`src/rtl/ysyx_23060203_icache_pkg.sv`:
```
// Shared definitions for the ysyx_23060203 instruction cache: controller
// states, AXI read-channel constants and the cacheable-range predicate.
package ysyx_23060203_pkg;

  typedef enum logic [2:0] {
    S_IDLE,
    S_LOOKUP,
    S_MISS_AR,
    S_MISS_R,
    S_RESP
  } icache_state_e;

  localparam logic [1:0] AXI_BURST_INCR = 2'b01;
  localparam logic [2:0] AXI_SIZE_32    = 3'b010;

  // Only SDRAM/flash style regions (0x3xxx_xxxx and the upper half) are
  // allocated; everything else is device space and must be read through.
  function automatic logic is_cacheable(input logic [3:0] top_nibble);
    return top_nibble[3] || (top_nibble == 4'h3);
  endfunction

endpackage

```
`src/rtl/ysyx_23060203_icache_array.sv`:
```
// Direct-mapped line storage: one combinational read port, one word write
// port, per-line valid set (which also records the tag) and a global clear.
module ysyx_23060203_icache_array #(
  parameter int NSETS      = 16,
  parameter int LINE_WORDS = 4,
  parameter int IDX_W      = $clog2(NSETS),
  parameter int WORD_W     = $clog2(LINE_WORDS),
  parameter int TAG_W      = 32 - IDX_W - WORD_W - 2
) (
  input  logic              clock,
  input  logic              reset,
  input  logic [IDX_W-1:0]  rd_index_i,
  input  logic [WORD_W-1:0] rd_word_i,
  output logic [31:0]       rd_data_o,
  output logic [TAG_W-1:0]  rd_tag_o,
  output logic              rd_valid_o,
  input  logic [IDX_W-1:0]  wr_index_i,
  input  logic              wr_en_i,
  input  logic [WORD_W-1:0] wr_word_i,
  input  logic [31:0]       wr_data_i,
  input  logic              set_valid_i,
  input  logic [TAG_W-1:0]  set_tag_i,
  input  logic              clear_all_i
);

  logic [31:0]      data_mem [NSETS][LINE_WORDS];
  logic [TAG_W-1:0] tag_mem  [NSETS];
  logic [NSETS-1:0] valid_q;

  assign rd_data_o  = data_mem[rd_index_i][rd_word_i];
  assign rd_tag_o   = tag_mem[rd_index_i];
  assign rd_valid_o = valid_q[rd_index_i];

  // Data and tag writes; contents are meaningless until the valid bit is set.
  // NOTE: storage arrays get no reset -- only the valid bits need a known
  // state, and a reset on the arrays would block RAM inference.
  always_ff @(posedge clock) begin
    if (wr_en_i) begin
      data_mem[wr_index_i][wr_word_i] <= wr_data_i;
    end
    if (set_valid_i) begin
      tag_mem[wr_index_i] <= set_tag_i;
    end
  end

  // Valid bits: global clear beats a same-cycle set.
  always_ff @(posedge clock or posedge reset) begin
    if (reset) begin
      valid_q <= '0;
    end else if (clear_all_i) begin
      valid_q <= '0;
    end else if (set_valid_i) begin
      valid_q[wr_index_i] <= 1'b1;
    end
  end

endmodule

```
`src/rtl/ysyx_23060203_icache.sv`:
```
// Blocking direct-mapped instruction cache between the IFU and an AXI read
// port. One request at a time; misses fetch a whole line with an INCR burst,
// device addresses use a single-beat read and are never allocated.
module ysyx_23060203_icache
  import ysyx_23060203_pkg::*;
#(
  parameter int NSETS      = 16,
  parameter int LINE_WORDS = 4
) (
  input  logic        clock,
  input  logic        reset,
  input  logic        req_valid,
  output logic        req_ready,
  input  logic [31:0] req_addr,
  output logic        rsp_valid,
  input  logic        rsp_ready,
  output logic [31:0] rsp_data,
  output logic        rsp_err,
  input  logic        flush,
  input  logic        fencei,
  output logic        arvalid,
  input  logic        arready,
  output logic [31:0] araddr,
  output logic [7:0]  arlen,
  output logic [2:0]  arsize,
  output logic [1:0]  arburst,
  input  logic        rvalid,
  output logic        rready,
  input  logic [31:0] rdata,
  input  logic [1:0]  rresp,
  input  logic        rlast
);

  localparam int IDX_W  = $clog2(NSETS);
  localparam int WORD_W = $clog2(LINE_WORDS);
  localparam int OFF_W  = WORD_W + 2;
  localparam int TAG_W  = 32 - IDX_W - OFF_W;

  icache_state_e     state_q, state_d;
  logic [31:0]       addr_q, addr_d;
  logic [WORD_W-1:0] beat_q, beat_d;
  logic              err_q, err_d;
  logic              drop_q, drop_d;
  logic              kill_q, kill_d;
  logic [31:0]       rsp_data_q, rsp_data_d;
  logic              rsp_err_q, rsp_err_d;

  logic [IDX_W-1:0]  line_idx;
  logic [WORD_W-1:0] word_off;
  logic [TAG_W-1:0]  line_tag;
  logic              cacheable;
  logic [31:0]       arr_data;
  logic [TAG_W-1:0]  arr_tag;
  logic              arr_valid;
  logic              hit;
  logic              word_we;
  logic              set_valid;
  logic              beat_err;
  logic              unused_rresp_okay;

  assign line_idx  = addr_q[OFF_W +: IDX_W];
  assign word_off  = addr_q[2 +: WORD_W];
  assign line_tag  = addr_q[31 -: TAG_W];
  assign cacheable = is_cacheable(addr_q[31:28]);
  assign hit       = cacheable && arr_valid && (arr_tag == line_tag);
  assign beat_err  = err_q || rresp[1];

  // Only the SLVERR/DECERR bit matters; EXOKAY vs OKAY is irrelevant here.
  assign unused_rresp_okay = rresp[0];

  ysyx_23060203_icache_array #(
    .NSETS      (NSETS),
    .LINE_WORDS (LINE_WORDS)
  ) u_array (
    .clock       (clock),
    .reset       (reset),
    .rd_index_i  (line_idx),
    .rd_word_i   (word_off),
    .rd_data_o   (arr_data),
    .rd_tag_o    (arr_tag),
    .rd_valid_o  (arr_valid),
    .wr_index_i  (line_idx),
    .wr_en_i     (word_we),
    .wr_word_i   (beat_q),
    .wr_data_i   (rdata),
    .set_valid_i (set_valid),
    .set_tag_i   (line_tag),
    .clear_all_i (fencei)
  );

  assign araddr    = cacheable ? {addr_q[31:OFF_W], {OFF_W{1'b0}}} : addr_q;
  assign arlen     = cacheable ? 8'(LINE_WORDS - 1) : 8'd0;
  assign arsize    = AXI_SIZE_32;
  assign arburst   = AXI_BURST_INCR;
  assign rsp_data  = rsp_data_q;
  assign rsp_err   = rsp_err_q;

  // Controller state and response registers.
  // NOTE: clocked state uses non-blocking assignments so every register
  // samples pre-edge values regardless of statement order.
  always_ff @(posedge clock or posedge reset) begin
    if (reset) begin
      state_q    <= S_IDLE;
      addr_q     <= '0;
      beat_q     <= '0;
      err_q      <= 1'b0;
      drop_q     <= 1'b0;
      kill_q     <= 1'b0;
      rsp_data_q <= '0;
      rsp_err_q  <= 1'b0;
    end else begin
      state_q    <= state_d;
      addr_q     <= addr_d;
      beat_q     <= beat_d;
      err_q      <= err_d;
      drop_q     <= drop_d;
      kill_q     <= kill_d;
      rsp_data_q <= rsp_data_d;
      rsp_err_q  <= rsp_err_d;
    end
  end

  // Next-state and handshake outputs.
  // NOTE: every signal gets a default before the case so no path leaves one
  // unassigned, which would otherwise infer a latch.
  always_comb begin
    state_d    = state_q;
    addr_d     = addr_q;
    beat_d     = beat_q;
    err_d      = err_q;
    drop_d     = drop_q;
    kill_d     = kill_q;
    rsp_data_d = rsp_data_q;
    rsp_err_d  = rsp_err_q;
    req_ready  = 1'b0;
    rsp_valid  = 1'b0;
    arvalid    = 1'b0;
    rready     = 1'b0;
    word_we    = 1'b0;
    set_valid  = 1'b0;

    unique case (state_q)
      S_IDLE: begin
        req_ready = !fencei;
        if (req_valid && !fencei) begin
          addr_d  = req_addr;
          state_d = S_LOOKUP;
        end
      end

      S_LOOKUP: begin
        if (flush) begin
          state_d = S_IDLE;
        end else if (hit) begin
          rsp_data_d = arr_data;
          rsp_err_d  = 1'b0;
          state_d    = S_RESP;
        end else begin
          beat_d  = '0;
          err_d   = 1'b0;
          drop_d  = 1'b0;
          kill_d  = 1'b0;
          state_d = S_MISS_AR;
        end
      end

      S_MISS_AR: begin
        arvalid = 1'b1;
        drop_d  = drop_q || flush;
        kill_d  = kill_q || fencei;
        if (arready) begin
          state_d = S_MISS_R;
        end
      end

      S_MISS_R: begin
        rready = 1'b1;
        drop_d = drop_q || flush;
        kill_d = kill_q || fencei;
        if (rvalid) begin
          word_we = cacheable;
          beat_d  = beat_q + WORD_W'(1);
          err_d   = beat_err;
          // Uncached reads are single-beat, so beat 0 is the requested word.
          if (beat_q == (cacheable ? word_off : '0)) begin
            rsp_data_d = rdata;
          end
          if (rlast) begin
            // A fence.i in this very cycle must also stop the fill.
            set_valid = cacheable && !beat_err && !kill_q && !fencei;
            rsp_err_d = beat_err;
            drop_d    = 1'b0;
            kill_d    = 1'b0;
            state_d   = (drop_q || flush) ? S_IDLE : S_RESP;
          end
        end
      end

      S_RESP: begin
        rsp_valid = 1'b1;
        // A redirect in the same cycle as acceptance means the word is stale.
        if (flush || rsp_ready) begin
          state_d = S_IDLE;
        end
      end

      default: state_d = S_IDLE;
    endcase
  end

endmodule

```
`config.mk`:
```
export PLATFORM = sky130hd
export DESIGN_NAME = ysyx_23060203_icache
export DESIGN_NICKNAME = d
export VERILOG_FILES = /design/src/rtl/ysyx_23060203_icache_pkg.sv /design/src/rtl/ysyx_23060203_icache_array.sv /design/src/rtl/ysyx_23060203_icache.sv
export SDC_FILE = /design/constraint.sdc
export NUM_CORES = 2
export LEC_CHECK = 0
export BUFFER_PORTS_ARGS = -buffer_cell sky130_fd_sc_hd__buf_2
export CORE_ASPECT_RATIO = 1.1
export CORE_MARGIN = 2
export CORE_UTILIZATION = 46
export CTS_CLUSTER_DIAMETER = 80
export DETAILED_ROUTE_END_ITERATION = 16
export GPL_TIMING_DRIVEN = 0
export PLACE_DENSITY = 0.64
export SKIP_LAST_GASP = 1
export SLEW_MARGIN = 10
export SYNTH_ARGS = -nofsm -noshare
export SYNTH_HDL_FRONTEND = slang
export SYNTH_SLANG_ARGS = --single-unit
```
`constraint.sdc`:
```
create_clock -name clock -period 3.53 [get_ports clock]
set_input_delay 0.706 -clock clock [delete_from_list [all_inputs] [get_ports clock]]
set_output_delay 0.706 -clock clock [all_outputs]
set_load 0.02 [all_outputs]
```
# Word level (Yosys, flattened, before mapping)
# Memories as Yosys holds them, arrays and structs flattened.
# Index checks and enable logic that the tools add are counted.
op_classes:
  n_lt_le_gt_ge: 5
  n_eq_ne: 16
  n_bitwise: 3
  n_mux: 60
  addsub: 1
  reduce_logical: 26
ops:
  columns: ["op", "count"]
  rows:
  - ["$mux 32", 7]
  - ["$mux 128", 1]
  - ["$bmux 32 s2", 1]
  - ["$demux 32 s2", 1]
  - ["$pmux 32 s2", 1]
  - ["$mux 16", 2]
  - ["$mux 1", 25]
  - ["$eq 24x24->1", 1]
  - ["$mux 3", 8]
  - ["$ne 2x2->1 const B", 9]
  - ["$or 16x16->16", 1]
  - ["$pmux 3 s5", 1]
  - ["$reduce_and 5->1", 3]
  - ["$mux 2", 5]
  - ["$logic_and 1x1->1", 8]
  - ["$eq 3x2->1 const B", 2]
  - ["$ge 3x3->1 const B", 2]
  - ["$not 2->3", 2]
  - ["$pmux 1 s3", 2]
  - ["$logic_or 1x1->1", 5]
  - ["$lt 4x5->1 const B", 1]
  - ["$bmux 1 s4", 1]
  - ["$demux 1 s4", 1]
  - ["$eq 4x2->1 const B", 1]
  - ["16 further kinds", 20]
word_totals:
  ram_bits: 2432
  mem_count: 2
  input_bits: 75
  out_inout_bits: 82
  register_bits: 89
  wordCells: 122
mem_list:
  columns: ["memory", "words", "word_bits", "rd", "rd_ports_with_merged_regs", "write_ports", "line", "rtl"]
  rows:
  - ["u_array.data_mem", 16, 128, 1, 0, 1, "ysyx_23060203_icache_array.sv:26", "logic [31:0] data_mem [NSETS][LINE_WORDS];"]
  - ["u_array.tag_mem", 16, 24, 1, 0, 1, "ysyx_23060203_icache_array.sv:27", "logic [TAG_W-1:0] tag_mem [NSETS];"]

# Longest topological paths before layout
depth:
  depth_word: 10
  ltp_mapped: 14
  depth_no_buf: 9

# Hierarchy
# From an unflattened synthesis, not the netlist that was laid out.
unflattened:
  cells_unflattened: 4175
  area_unflattened_um2: 97149.4
by_module_without_submodules:
  columns: ["module", "area_per_inst_um2", "cells_each", "seq_area_each_um2", "instances"]
  rows:
  - ["ysyx_23060203_icache_array", 93317.0, 3836, 73430.4, 1]
  - ["ysyx_23060203_icache", 3832.4, 339, 1826.8, 1]

# Worst setup path before layout
# OpenSTA, ideal clock, no wires.
synth_timing:
  kind: "register -> register"
  startpoint: "register addr_q[7]"
  endpoint: "memory u_array.data_mem[11][0] in the netlist's numbering (enable)"
  arrival_time_ns: 3.368
  setup_slack_ns: -0.260
  period_less_slack_ns: 3.790
  setup_ns: 0.421
  path_stages_with_launch: 10
  path_buffers: 5
  required_ns: 3.109
  cell_sequence: "dfrtp_1 > buf_2 > buf_2 > inv_1 > buf_1 > buf_2 > buf_1 > nor2_1 > nand2_1 > nor2_1"
synth_lines:
  columns: ["element", "line", "rtl"]
  rows:
  - ["start, declared", "ysyx_23060203_icache.sv:40", "logic [31:0] addr_q, addr_d;"]
  - ["start signal, assigned", "ysyx_23060203_icache.sv:113", "addr_q <= addr_d;"]
  - ["end, declared", "ysyx_23060203_icache_array.sv:26", null]
# Straight into the memory's write port.

# Worst setup path after layout
layout_timing:
  startpoint: "register addr_q[6]"
  endpoint: "register rsp_data_q[17] (netlist: rsp_data[17])"
layout_via:
  elab_chain_len: 7
  word_cells_on_any_way: 15
  cone_classes: "eq/ne: 2; mux: 8; reduce/logical: 3; memory: 2"
layout_rtl:
  columns: ["element", "line", "rtl"]
  rows:
  - ["$mem_v2 16x128", null, null]
  - ["$bmux 32 s2", "ysyx_23060203_icache_array.sv:30", "assign rd_data_o = data_mem[rd_index_i][rd_word_i];"]
  - ["$mux 32 (implied by the code) (2 in series)", "ysyx_23060203_icache_array.sv:30", null]
  - ["$mux 32", "ysyx_23060203_icache.sv:154", "end else if (hit) begin"]
  - ["$mux 32", "ysyx_23060203_icache.sv:152", "if (flush) begin"]
  - ["$pmux 32 s2", "ysyx_23060203_icache.sv:142", "unique case (state_q)"]
  - ["end signal, assigned", "ysyx_23060203_icache.sv:118", "rsp_data_q <= rsp_data_d;"]
  - ["end, declared", "ysyx_23060203_icache.sv:45", "logic [31:0] rsp_data_q, rsp_data_d;"]
# Parallel ways exist; a longest one is shown, timed or not. The select of a mux whose other input is x is not followed.
# A chain may end at the register's enable or synchronous reset.

==> flow_metrics.env <==
export IMPL_timing_final_crit_share_pct=110.8
export IMPL_hold_viol_final=0
export IMPL_cp_arrival_ns=4.71
export IMPL_grt_pass1_vias=48310
export IMPL_cts_buffers_inserted=274
export IMPL_grt_first_pass_wirelength_mm=379.2
export IMPL_htreeDepth=5
export IMPL_via_per_inst=6.221
export IMPL_slew_headroom_pct=11.82
export IMPL_end_kind="register"
export IMPL_n_fill_cell=15300
export IMPL_syn2layout_area_growth_pct=19.92
export IMPL_synth_xor_area_share_pct=0.2064
export IMPL_grt_overflow=0
export IMPL_fin_crit_ns=3.911
export IMPL_max_vdd_ir_drop_mv=0.5707
export IMPL_fin_nets=4882
export IMPL_worst_setup_path_start_kind="register"
export IMPL_status="finished, violations left"
export IMPL_netlist_instances=4130
export IMPL_hp_class="in -> reg"
export IMPL_path_class="reg -> reg"
export IMPL_drc=0
export IMPL_seq_area_frac_synth_pct=77.10
export IMPL_reg2reg_slack_ns=-0.38
export IMPL_final_common_cell="edfxtp_1"
export IMPL_clk_insertion_delay_late_ns=0.93
export IMPL_crit_family="multiplexers"
export IMPL_skew_ns=0.06010
export IMPL_start_util_pct=46.20
export IMPL_synth_simple_area_share_pct=1.142
export IMPL_rr_endpoint="rsp_data[17]"
export IMPL_critical_path_startpoint="addr_q[6]"
export IMPL_synth_edff_count=2432
export IMPL_fmax_mhz=255.7
export IMPL_synth_flop_cell="edfxtp_1"
export IMPL_synth_compound_area_share_pct=0.8895
export IMPL_core_area_um2=211300
export IMPL_cts_root_buffer="clkbuf_16"
export IMPL_slew_violations=0
export IMPL_ys_types=57
export IMPL_worst_slack_ns=-0.3812
export IMPL_leakagePower_nw=37.65
export IMPL_die_x_um=443.2
export IMPL_syn_area_per_cell_um2=23.64
export IMPL_setup_viol=64
export IMPL_power_mw=94.45
export IMPL_place_congestion=0.8938
export IMPL_critPathBufInv=4
export IMPL_yosys_warnings=0
export IMPL_cap_viol_max_count=0
export IMPL_grt_antenna_before_repair=11
export IMPL_crit_path_end="rsp_data[17]"
export IMPL_syn_area_um2=97620
export IMPL_clk_pin_slew_ns=0.06
export IMPL_crit_slowest_cell="dfrtp_2"
export IMPL_drt_wirelength_per_cell_um=35.31
export IMPL_row_count=177
export IMPL_crit_fanout=10
export IMPL_synth_top_family_by_area="multiplexers"
export IMPL_crit_chain="clkbuf_4 > clkbuf_4 > clkbuf_8 > clkbuf_2 > mux4_2 > mux4_2 > mux2_4 > mux2_4"
export IMPL_critical_path_depth=8
export IMPL_vias=48310
export IMPL_clockBufferDepth=4
export IMPL_grt_max_degree=71
export IMPL_grt_use_total_pct=25.37
export IMPL_post_dp_hpwl_mm=176.2
export IMPL_cts_sinks=2521
export IMPL_synth_adder_area_share_pct=0.05127
export IMPL_cts_tree="yes"
export IMPL_violations="setup timing"
export IMPL_drt_wl_total_mm=274.2
export IMPL_first_pass_iters=7
export IMPL_die_area_um2=215900
export IMPL_r2r_cells=8
export IMPL_ys_ff_latch=2521
export IMPL_worst_pin_slew_ns=1.323
export IMPL_port_buffers=144
export IMPL_drtIter0Drc=6616
export IMPL_postLayoutCoreUtil_pct=55.41
export IMPL_ios=157
export IMPL_final_cell_mix="edfxtp_1, mux4_2, clkbuf_16"
export IMPL_max_stage_delay_ns=0.57
export IMPL_powerDensity_nw_per_um2=806.8
export IMPL_die_y_um=487.1
export IMPL_rsz0062_at_grt="yes"
export IMPL_async_reset_ff_share_pct=3.530
export IMPL_crit_required_ns=4.33
export IMPL_synthMuxAreaShare_pct=19.16
export IMPL_layout_drive_gt1_share_pct=38.71
export IMPL_r2r_start="addr_q[6]"
export IMPL_drtAntennaViolNets=0
[metal layers]
metal  vias to the layer above  track usage [%]  part of all wire (%)
li1                      18980                -                     -
met1                     25950            33.45                    37
met2                      2797            40.47                    48
met3                       580            5.370                   9.3
met4                         8            12.44                   5.5
met5                         -                0                 0.022
[registers in the layout (all words and copies together) (netlist names), 2 cells and up]
name / count
u_array.valid_q: 16
u_array.tag_mem: 384
rsp_data: 32
addr_q: 32
u_array.data_mem: 2048
beat_q: 2
state_q: 3
[metrics by stage]
stage	instance area (µm²)	std cells	setup TNS, ns	hold slack [ns]	setup WS (ns)
floorplan	97740	4139	-75.49	0.4583	-0.1150
global placement	101900	7057	-8491.83	0.4646	-4.084
detailed placement	104700	7149	-4082.17	0.4720	-2.551
CTS	116400	7723	-81.52	0.001714	-0.3447
global route	117100	7764	-18.30	0.02430	-0.4946
finish	117100	7766	-13.21	0.04746	-0.3812
[final cells by class]
class | count | area, µm² | share of cell area [%]
tap | 2774 | 3471 | 2.965
clock inverter | 108 | 964.7 | 0.8241
inverter | 21 | 87.58 | 0.07482
timing repair buffer | 391 | 5186 | 4.430
clock buffer | 354 | 7303 | 6.239
sequential | 2521 | 75260 | 64.29
multi-input combinational | 1345 | 21940 | 18.74
antenna | 3 | 7.507 | 0.006413
buffer | 249 | 2844 | 2.429
[cells in the mapped netlist (10+ instances only)]
library cell	n	area share, %
a22oi_1	21	0.16
and2_1	10	0.064
buf_1	17	0.065
buf_2	125	0.64
buf_4	51	0.39
clkbuf_1	53	0.20
dfrtp_1	89	2.3
edfxtp_1	2432	75
inv_1	20	0.077
mux2_1	10	0.12
mux2_2	99	1.1
mux2i_1	85	0.87
mux4_2	738	17
nand2_1	57	0.22
nand3_1	15	0.077
nor2_1	132	0.51
o21ai_0	12	0.062
o22ai_1	19	0.12
xnor2_1	15	0.13
[cells by family after synthesis]
kind of cell | count (synthesis)
AOI/OAI and AO/OA | 119
xor gates and xnor gates | 23
adders and majority gates | 4
buffers and inverters | 273
DFF | 2521
muxes | 932
other | 2
and+or+nand+nor | 256
[what timing repair did]
item / 4_1_cts / 5_1_grt
gates resized for setup: 479 / 40
endpoints found under the setup margin: 2496 / 1609
setup buffers: 90 / 39
gates cloned: 11 / 0
pin swaps: 63 / 23
endpoints found under the hold margin: 32 / 0
hold buffers: 14 / 0
[worst min path at each step]
stage	end	start	cells past startpoint	slack [ns]
detailed placement	rsp_data[20]	rsp_data[20]	1	0.47
global route	addr_q[25]	req_addr[25]	2	0.02
global placement	rsp_data[21]	rsp_data[21]	1	0.46
finish	addr_q[3]	req_addr[3]	2	0.05
CTS	addr_q[25]	req_addr[25]	2	0.002
floorplan	u_array.valid_q[1]	u_array.valid_q[1]	2	0.46
[worst reg2reg max path, stage by stage (launching register included)]
cell      delay, ns
dfrtp_2        0.57
clkbuf_4       0.36
clkbuf_4       0.41
clkbuf_8       0.37
clkbuf_2       0.40
mux4_2         0.49
mux4_2         0.57
mux2_4         0.37
mux2_4         0.29
[report_power, final]
group	total (mW)	switching (mW)	internal (mW)
sequential	35.3	1.30	34.0
clock	27.1	11.3	15.8
combinational	32.1	17.5	14.6
total	94.4	30.1	64.3
No activity file was read; power rests on OpenSTA's default activity.
